File: src/rtl/rsi_pkg.sv
// Shared constants, FSM encoding and saturation bounds
// for the RSI sliding-window sequencer.
package rsi_pkg;

    localparam int PERIOD = 14;
    localparam int DEPTH  = 20;
    localparam int WIDTH  = 16;

    typedef enum logic [2:0] {
        IDLE   = 3'd0,
        EVICT  = 3'd1,
        RDWAIT = 3'd2,
        PUSH   = 3'd3,
        EMIT   = 3'd4
    } state_t;

    // Largest / smallest w-bit two's complement values
    function automatic longint sat_hi(int w);
        return (longint'(1) << (w - 1)) - 1;
    endfunction

    function automatic longint sat_lo(int w);
        return -(longint'(1) << (w - 1));
    endfunction

endpackage

File: src/rtl/rsi_window_ctrl_if.sv
// Price input, FIFO side-band and update bundle
// shared between the sequencer and its neighbours.
interface rsi_window_ctrl_if #(
    parameter int WIDTH = rsi_pkg::WIDTH
);
    logic             flush;
    logic             price_valid;
    logic [WIDTH-1:0] price_in;
    logic             price_ready;
    logic             fifo_wr_en;
    logic             fifo_rd_en;
    logic [WIDTH-1:0] fifo_din;
    logic [WIDTH-1:0] fifo_dout;
    logic             fifo_full;
    logic             fifo_empty;
    logic             fifo_clr;
    logic             upd_valid;
    logic [WIDTH-1:0] add_delta;
    logic             sub_en;
    logic [WIDTH-1:0] sub_delta;
    logic             window_full;
    logic             err;

    modport slave (
        input  flush, price_valid, price_in,
        input  fifo_dout, fifo_full, fifo_empty,
        output price_ready, fifo_wr_en, fifo_rd_en,
        output fifo_din, fifo_clr,
        output upd_valid, add_delta, sub_en,
        output sub_delta, window_full, err
    );

    modport master (
        output flush, price_valid, price_in,
        output fifo_dout, fifo_full, fifo_empty,
        input  price_ready, fifo_wr_en, fifo_rd_en,
        input  fifo_din, fifo_clr,
        input  upd_valid, add_delta, sub_en,
        input  sub_delta, window_full, err
    );

endinterface

File: src/rtl/delta_sat.sv
// Unsigned price difference, widened by one bit and
// clamped back into W-bit signed range.
module delta_sat #(
    parameter int W = rsi_pkg::WIDTH
) (
    input  logic [W-1:0] price,
    input  logic [W-1:0] prev,
    output logic [W-1:0] delta
);
    localparam logic signed [W:0] HI =
        (W+1)'(rsi_pkg::sat_hi(W));
    localparam logic signed [W:0] LO =
        (W+1)'(rsi_pkg::sat_lo(W));

    logic signed [W:0] diff;

    assign diff = $signed({1'b0, price})
                - $signed({1'b0, prev});

    always_comb begin
        delta = diff[W-1:0];
        if (diff > HI) begin
            delta = HI[W-1:0];
        end else if (diff < LO) begin
            delta = LO[W-1:0];
        end
    end

endmodule

File: src/rtl/rsi_window_ctrl.sv
// Sliding-window sequencer: turns prices into deltas,
// keeps PERIOD of them in the FIFO and emits add/sub updates.
module rsi_window_ctrl #(
    parameter int PERIOD = rsi_pkg::PERIOD,
    parameter int DEPTH  = rsi_pkg::DEPTH,
    parameter int WIDTH  = rsi_pkg::WIDTH,
    parameter int CNT_W  = 5
) (
    input logic              clk,
    input logic              rst,
    rsi_window_ctrl_if.slave bus
);
    typedef rsi_pkg::state_t state_t;

    localparam logic [CNT_W-1:0] CNT_MAX = CNT_W'(PERIOD);

    if (PERIOD < 1 || PERIOD > DEPTH
        || (2 ** CNT_W) <= PERIOD) begin : g_bad_cfg
        $error("rsi_window_ctrl: bad PERIOD/DEPTH/CNT_W");
    end

    state_t           state;
    logic [CNT_W-1:0] cnt;
    logic [CNT_W-1:0] cnt_nxt;
    logic             have_prev;
    logic             evict;
    logic             accept;
    logic             full_hit;
    logic [WIDTH-1:0] last_price;
    logic [WIDTH-1:0] new_delta;
    logic [WIDTH-1:0] old_delta;
    logic [WIDTH-1:0] delta;

    logic             ready_q;
    logic             wr_q;
    logic             rd_q;
    logic [WIDTH-1:0] din_q;
    logic             clr_q;
    logic             upd_q;
    logic [WIDTH-1:0] add_q;
    logic             sub_en_q;
    logic [WIDTH-1:0] sub_q;
    logic             full_q;
    logic             err_q;

    delta_sat #(.W(WIDTH)) u_sat (
        .price (bus.price_in),
        .prev  (last_price),
        .delta (delta)
    );

    assign accept   = bus.price_valid && ready_q;
    assign full_hit = (cnt == CNT_MAX);
    assign cnt_nxt  = (!evict && !full_hit)
                    ? cnt + 1'b1 : cnt;

    always_ff @(posedge clk or posedge rst) begin
        if (rst) begin
            state      <= rsi_pkg::IDLE;
            cnt        <= '0;
            have_prev  <= 1'b0;
            evict      <= 1'b0;
            last_price <= '0;
            new_delta  <= '0;
            old_delta  <= '0;
            ready_q    <= 1'b0;
            wr_q       <= 1'b0;
            rd_q       <= 1'b0;
            din_q      <= '0;
            clr_q      <= 1'b0;
            upd_q      <= 1'b0;
            add_q      <= '0;
            sub_en_q   <= 1'b0;
            sub_q      <= '0;
            full_q     <= 1'b0;
            err_q      <= 1'b0;
        end else begin
            wr_q  <= 1'b0;
            rd_q  <= 1'b0;
            clr_q <= 1'b0;
            upd_q <= 1'b0;
            if (bus.flush) begin
                // Drop whatever is in flight and restart priming
                state     <= rsi_pkg::IDLE;
                cnt       <= '0;
                have_prev <= 1'b0;
                evict     <= 1'b0;
                ready_q   <= 1'b1;
                clr_q     <= 1'b1;
                sub_en_q  <= 1'b0;
                full_q    <= 1'b0;
                err_q     <= 1'b0;
            end else begin
                unique case (state)
                    rsi_pkg::IDLE: begin
                        ready_q <= 1'b1;
                        if (accept) begin
                            last_price <= bus.price_in;
                            have_prev  <= 1'b1;
                            if (have_prev) begin
                                new_delta <= delta;
                                evict     <= full_hit;
                                ready_q   <= 1'b0;
                                if (full_hit) begin
                                    state <= rsi_pkg::EVICT;
                                    rd_q  <= 1'b1;
                                end else begin
                                    state <= rsi_pkg::PUSH;
                                    wr_q  <= 1'b1;
                                    din_q <= delta;
                                end
                            end
                        end
                    end
                    rsi_pkg::EVICT: begin
                        if (bus.fifo_empty) err_q <= 1'b1;
                        state <= rsi_pkg::RDWAIT;
                    end
                    rsi_pkg::RDWAIT: begin
                        old_delta <= bus.fifo_dout;
                        state     <= rsi_pkg::PUSH;
                        wr_q      <= 1'b1;
                        din_q     <= new_delta;
                    end
                    rsi_pkg::PUSH: begin
                        if (!evict && bus.fifo_full) begin
                            err_q <= 1'b1;
                        end
                        cnt      <= cnt_nxt;
                        full_q   <= (cnt_nxt == CNT_MAX);
                        upd_q    <= 1'b1;
                        add_q    <= new_delta;
                        sub_en_q <= evict;
                        sub_q    <= evict ? old_delta : '0;
                        state    <= rsi_pkg::EMIT;
                    end
                    rsi_pkg::EMIT: begin
                        sub_en_q <= 1'b0;
                        ready_q  <= 1'b1;
                        state    <= rsi_pkg::IDLE;
                    end
                    default: begin
                        state <= rsi_pkg::IDLE;
                    end
                endcase
            end
        end
    end

    assign bus.price_ready = ready_q;
    assign bus.fifo_wr_en  = wr_q;
    assign bus.fifo_rd_en  = rd_q;
    assign bus.fifo_din    = din_q;
    assign bus.fifo_clr    = clr_q;
    assign bus.upd_valid   = upd_q;
    assign bus.add_delta   = add_q;
    assign bus.sub_en      = sub_en_q;
    assign bus.sub_delta   = sub_q;
    assign bus.window_full = full_q;
    assign bus.err         = err_q;

endmodule

File: src/flat_wrapper.sv
// flat-port wrapper written by rule: the top's interface ports become plain ports
module rsi_window_ctrl_flat 
#(
    parameter int PERIOD = rsi_pkg::PERIOD,
    parameter int DEPTH  = rsi_pkg::DEPTH,
    parameter int WIDTH  = rsi_pkg::WIDTH,
    parameter int CNT_W  = 5
)
  (clk, rst, bus_flush, bus_price_valid, bus_price_in, bus_fifo_dout, bus_fifo_full, bus_fifo_empty, bus_price_ready, bus_fifo_wr_en, bus_fifo_rd_en, bus_fifo_din, bus_fifo_clr, bus_upd_valid, bus_add_delta, bus_sub_en, bus_sub_delta, bus_window_full, bus_err);
  rsi_window_ctrl_if #(.WIDTH(WIDTH)) bus_i ();
  input logic clk;
  input logic rst;
  input wire logic [$bits(bus_i.flush)-1:0] bus_flush;
  input wire logic [$bits(bus_i.price_valid)-1:0] bus_price_valid;
  input wire logic [$bits(bus_i.price_in)-1:0] bus_price_in;
  input wire logic [$bits(bus_i.fifo_dout)-1:0] bus_fifo_dout;
  input wire logic [$bits(bus_i.fifo_full)-1:0] bus_fifo_full;
  input wire logic [$bits(bus_i.fifo_empty)-1:0] bus_fifo_empty;
  output wire logic [$bits(bus_i.price_ready)-1:0] bus_price_ready;
  output wire logic [$bits(bus_i.fifo_wr_en)-1:0] bus_fifo_wr_en;
  output wire logic [$bits(bus_i.fifo_rd_en)-1:0] bus_fifo_rd_en;
  output wire logic [$bits(bus_i.fifo_din)-1:0] bus_fifo_din;
  output wire logic [$bits(bus_i.fifo_clr)-1:0] bus_fifo_clr;
  output wire logic [$bits(bus_i.upd_valid)-1:0] bus_upd_valid;
  output wire logic [$bits(bus_i.add_delta)-1:0] bus_add_delta;
  output wire logic [$bits(bus_i.sub_en)-1:0] bus_sub_en;
  output wire logic [$bits(bus_i.sub_delta)-1:0] bus_sub_delta;
  output wire logic [$bits(bus_i.window_full)-1:0] bus_window_full;
  output wire logic [$bits(bus_i.err)-1:0] bus_err;
  assign bus_i.flush = bus_flush;
  assign bus_i.price_valid = bus_price_valid;
  assign bus_i.price_in = bus_price_in;
  assign bus_i.fifo_dout = bus_fifo_dout;
  assign bus_i.fifo_full = bus_fifo_full;
  assign bus_i.fifo_empty = bus_fifo_empty;
  assign bus_price_ready = bus_i.price_ready;
  assign bus_fifo_wr_en = bus_i.fifo_wr_en;
  assign bus_fifo_rd_en = bus_i.fifo_rd_en;
  assign bus_fifo_din = bus_i.fifo_din;
  assign bus_fifo_clr = bus_i.fifo_clr;
  assign bus_upd_valid = bus_i.upd_valid;
  assign bus_add_delta = bus_i.add_delta;
  assign bus_sub_en = bus_i.sub_en;
  assign bus_sub_delta = bus_i.sub_delta;
  assign bus_window_full = bus_i.window_full;
  assign bus_err = bus_i.err;
  rsi_window_ctrl #(.PERIOD(PERIOD), .DEPTH(DEPTH), .WIDTH(WIDTH), .CNT_W(CNT_W)) u_core (.clk(clk), .rst(rst), .bus(bus_i));
endmodule
File: config.mk
export PLATFORM = sky130hd
export DESIGN_NAME = rsi_window_ctrl_flat
export DESIGN_NICKNAME = d
export VERILOG_FILES = /design/src/rtl/rsi_pkg.sv /design/src/rtl/rsi_window_ctrl_if.sv /design/src/rtl/delta_sat.sv /design/src/rtl/rsi_window_ctrl.sv /design/src/flat_wrapper.sv
export SDC_FILE = /design/constraint.sdc
export NUM_CORES = 1
export LEC_CHECK = 0
export BUFFER_PORTS_ARGS = -buffer_cell sky130_fd_sc_hd__buf_2
export CELL_PAD_IN_SITES_DETAIL_PLACEMENT = 0
export CELL_PAD_IN_SITES_GLOBAL_PLACEMENT = 1
export CORE_MARGIN = 2
export CORE_UTILIZATION = 47
export DETAILED_ROUTE_END_ITERATION = 10
export MAX_ROUTING_LAYER = met4
export PLACE_DENSITY_LB_ADDON = 0.1
export SLEW_MARGIN = 15
export SYNTH_ARGS = -nofsm -noshare
export SYNTH_HDL_FRONTEND = slang
export SYNTH_SLANG_ARGS = --single-unit
File: constraint.sdc
create_clock -name clk -period 6.4 [get_ports clk]
set_input_delay 1.28 -clock clk [delete_from_list [all_inputs] [get_ports clk]]
set_output_delay 1.28 -clock clk [all_outputs]
set_load 0.05 [all_outputs]
==> summary.md <==
| Metric | Value |
|---|---|
| Outcome | `complete, but fails checks` |
| Failing checks | `DRC` |
| First DRT Iteration DRCs | `236` |
| Detailed placement HPWL | `8850 microns` |
| Async S/R FF share, synth | `100%` |
| Final cell count without fillers | `815` |
| Core Area | `11500 sq um` |
| H-tree depth | `4` |
| DRT Pass-1 Iters | `7` |
| Largest net degree at the start of global routing | `71` |
| Clock tree buffer depth | `2` |
| # IOs | `94` |
| Final period util | `56.5%` |
| Pre-CTS WS | `2.36 ns` |
| ANT nets after route | `0` |
| Post-synth design cell area | `5590 sq um` |
| Initial Utilization | `48.6%` |
| Pwr Total | `3.44 mW` |
| Clock Sinks | `114` |
| Clock latency on the worst-skew pair | `0.41 ns` |
| Most frequent cells in the layout | `120 x nand2_1, 114 x dfrtp_1, 93 x buf_2` |
| Worst Path Max Fanout | `12` |
| Critical Path Start Type | `input pin` |
| Die outline height | `113 microns` |
| Design area | `6780 sq um` |
| Grt ovf | `0` |
| Most common cell after layout, fill and taps aside | `nand2_1` |
| CTS buffer count | `17` |
| Horiz. Die Dim | `113 microns` |
| Initial antenna violation count | `0` |
| Vias post-DR | `4336` |
| FMAX | `0.277 GHz` |
| Max Cap Viol | `0` |
| Root Buffer | `clkbuf_16` |
| Total GRT Usage | `22.2%` |
| Hold_buf cts | `0` |
| Routed length per instance | `15.6 microns` |
| TNS Setup | `0 ns` |
| Hold Path Class | `flop to flop` |
| Unrepaired setup endpoints after global routing | `false` |
| Max-slew violations | `0` |
| Top FF cell, synth | `dfrtp_1` |
| Final worst path period need | `3.61 ns` |
| Setup ws final | `2.79 ns` |
| Synth warnings | `0` |
| Least-Margin Pin Slew | `0.984 ns` |
| Setup-failing EPs final | `0` |
| Syn_area_per_cell | `9.79 sq um` |
| Leak pwr | `3.45 nW` |
| Worst hold slack | `0.457 ns` |
| Vias in the first global route | `4459` |
| WP data arrival | `3.94 ns` |
| Worst Path Required | `6.73 ns` |
| Final hold vios | `0` |
| Clock Pin Slew Worst Setup and Hold Paths | `0.05 ns` |
| # diodes | `0` |
| CTS tree | `done` |
| Max VDD drop | `0.237 mV` |
| CP Capture Type | `flop` |
| First-pass GRT wire length | `21800 microns` |
| Synth cell types | `56` |
| GP Congestion | `0.846` |
| Std-Cell Rows | `39` |
| Layout area overhead | `21.3%` |
| Clock skew | `0.00708 ns` |
| Synthesized instance count | `571` |
| Normalized max-slew margin | `34.3%` |
| Dpl cell area | `6160 sq um` |
| Total Routed Length | `12700 microns` |
| Post-cts sizing count | `0` |
| Number of synthesized flops with an enable pin | `0` |
| Routed vias/inst | `5.32` |
| Syn Nets | `629` |
| Residual DRC | `9` |
| Placed Cells | `783` |
| Layout Utilization | `58.9%` |
| Ratio of cells with drive above 1 in the final layout | `27.2%` |
| Final #Nets | `717` |
| # port buffers | `93` |
| Critical path class | `input pin to flop` |
| P per Cell Area | `507 nW/um^2` |
| #FFs+latches synth | `114` |
| Sequential share of the synthesized area | `51.0%` |
| Die area | `12800 sq um` |
| Post-CTS Setup Inserts | `0` |
path summary, 6_finish.rpt:
path	start	end	slack, ns	cells past startpoint
min in group asynchronous	rst	u_core.cnt[0]	1.06	2
min	u_core.bus.sub_delta[5]	u_core.bus.sub_delta[5]	0.46	2
max in group asynchronous	rst	u_core.new_delta[9]	4.25	3
max	bus_price_in[0]	u_core.new_delta[11]	2.79	11
min reg2reg	u_core.bus.sub_delta[5]	u_core.bus.sub_delta[5]	0.46	2
max reg2reg	u_core.last_price[0]	u_core.new_delta[11]	3.38	9
Yosys cell counts (2+ instances only):
cell type / count / area (sq um)
nand2_1: 120 / 450
nand4_1: 5 / 31.3
inv_1: 31 / 116
nand2b_1: 7 / 43.8
mux2_2: 31 / 349
a21oi_1: 26 / 130
o211ai_1: 2 / 15.0
nand3_1: 33 / 165
o221a_2: 2 / 22.5
or2_1: 2 / 12.5
dfrtp_1: 114 / 2850
xnor2_1: 8 / 70.1
a31oi_1: 4 / 25.0
o21ai_1: 6 / 30.0
o31a_1: 2 / 17.5
and3_1: 2 / 12.5
nor3_1: 9 / 45.0
or2_2: 4 / 25.0
a21boi_0: 2 / 15.0
xor2_1: 7 / 61.3
a21oi_2: 3 / 26.3
o21bai_1: 2 / 15.0
o211ai_2: 11 / 138
a21o_1: 4 / 30.0
o21ai_0: 27 / 135
maj3_1: 2 / 20.0
ha_1: 19 / 238
nand3b_1: 2 / 15.0
a211oi_1: 3 / 22.5
clkbuf_1: 24 / 90.1
nor2_1: 28 / 105
buf_2: 2 / 10.0
o22a_1: 2 / 17.5
o21a_1: 3 / 22.5
cells by family after synthesis:
logic type	after synthesis	share of synthesized area (%)
AO/OA/AOI/OAI	107	13.5
XOR/XNOR	15	2.35
adder cells (fa/ha/maj)	22	4.97
AND/OR/NAND/NOR	222	17.6
flip-flops	114	51.0
multiplexers	32	6.42
buffers and inverters	59	4.16
sequential cells by signal, indices dropped and copies added (netlist names), 3 cells and up:
signal / cells
u_core.cnt: 5
u_core.new_delta: 16
u_core.last_price: 16
u_core.old_delta: 16
u_core.bus.fifo_din: 16
u_core.bus.sub_delta: 16
u_core.bus.add_delta: 16
u_core.state: 3
where the power goes:
part | switching (mW) | internal [mW] | total, mW | leakage, nW
combinational | 0.900 | 0.450 | 1.35 | 1.69
sequential | 0.142 | 0.956 | 1.10 | 1.46
clock | 0.324 | 0.665 | 0.988 | 0.304
critical path, stage by stage:
cell       delay, ns
buf_2           0.07
inv_1           0.05
ha_1            0.21
fa_1            0.39
nand2b_1        0.19
a21oi_2         0.18
o21ai_2         0.10
o31a_1          0.31
a2111oi_4       0.78
nor2_1          0.17
o21ai_0         0.21
routing by layer:
metal  share of wire, %  GRT usage, %
met1                 46          28.8
met2                 46          33.5
met3                5.2          5.46
met4                2.5          9.76
met5                  0             -
area by class of cell:
| class | instances | area [sq um] |
|---|---|---|
| clock inverter | 7 | 120 |
| sequential | 114 | 2850 |
| fill | 1010 | 4730 |
| tap | 143 | 179 |
| inverter | 31 | 119 |
| timing repair buffer | 97 | 495 |
| clock buffer | 25 | 505 |
| multi-input combinational | 398 | 2510 |
Note: power is estimated with default switching activity, not from simulation.
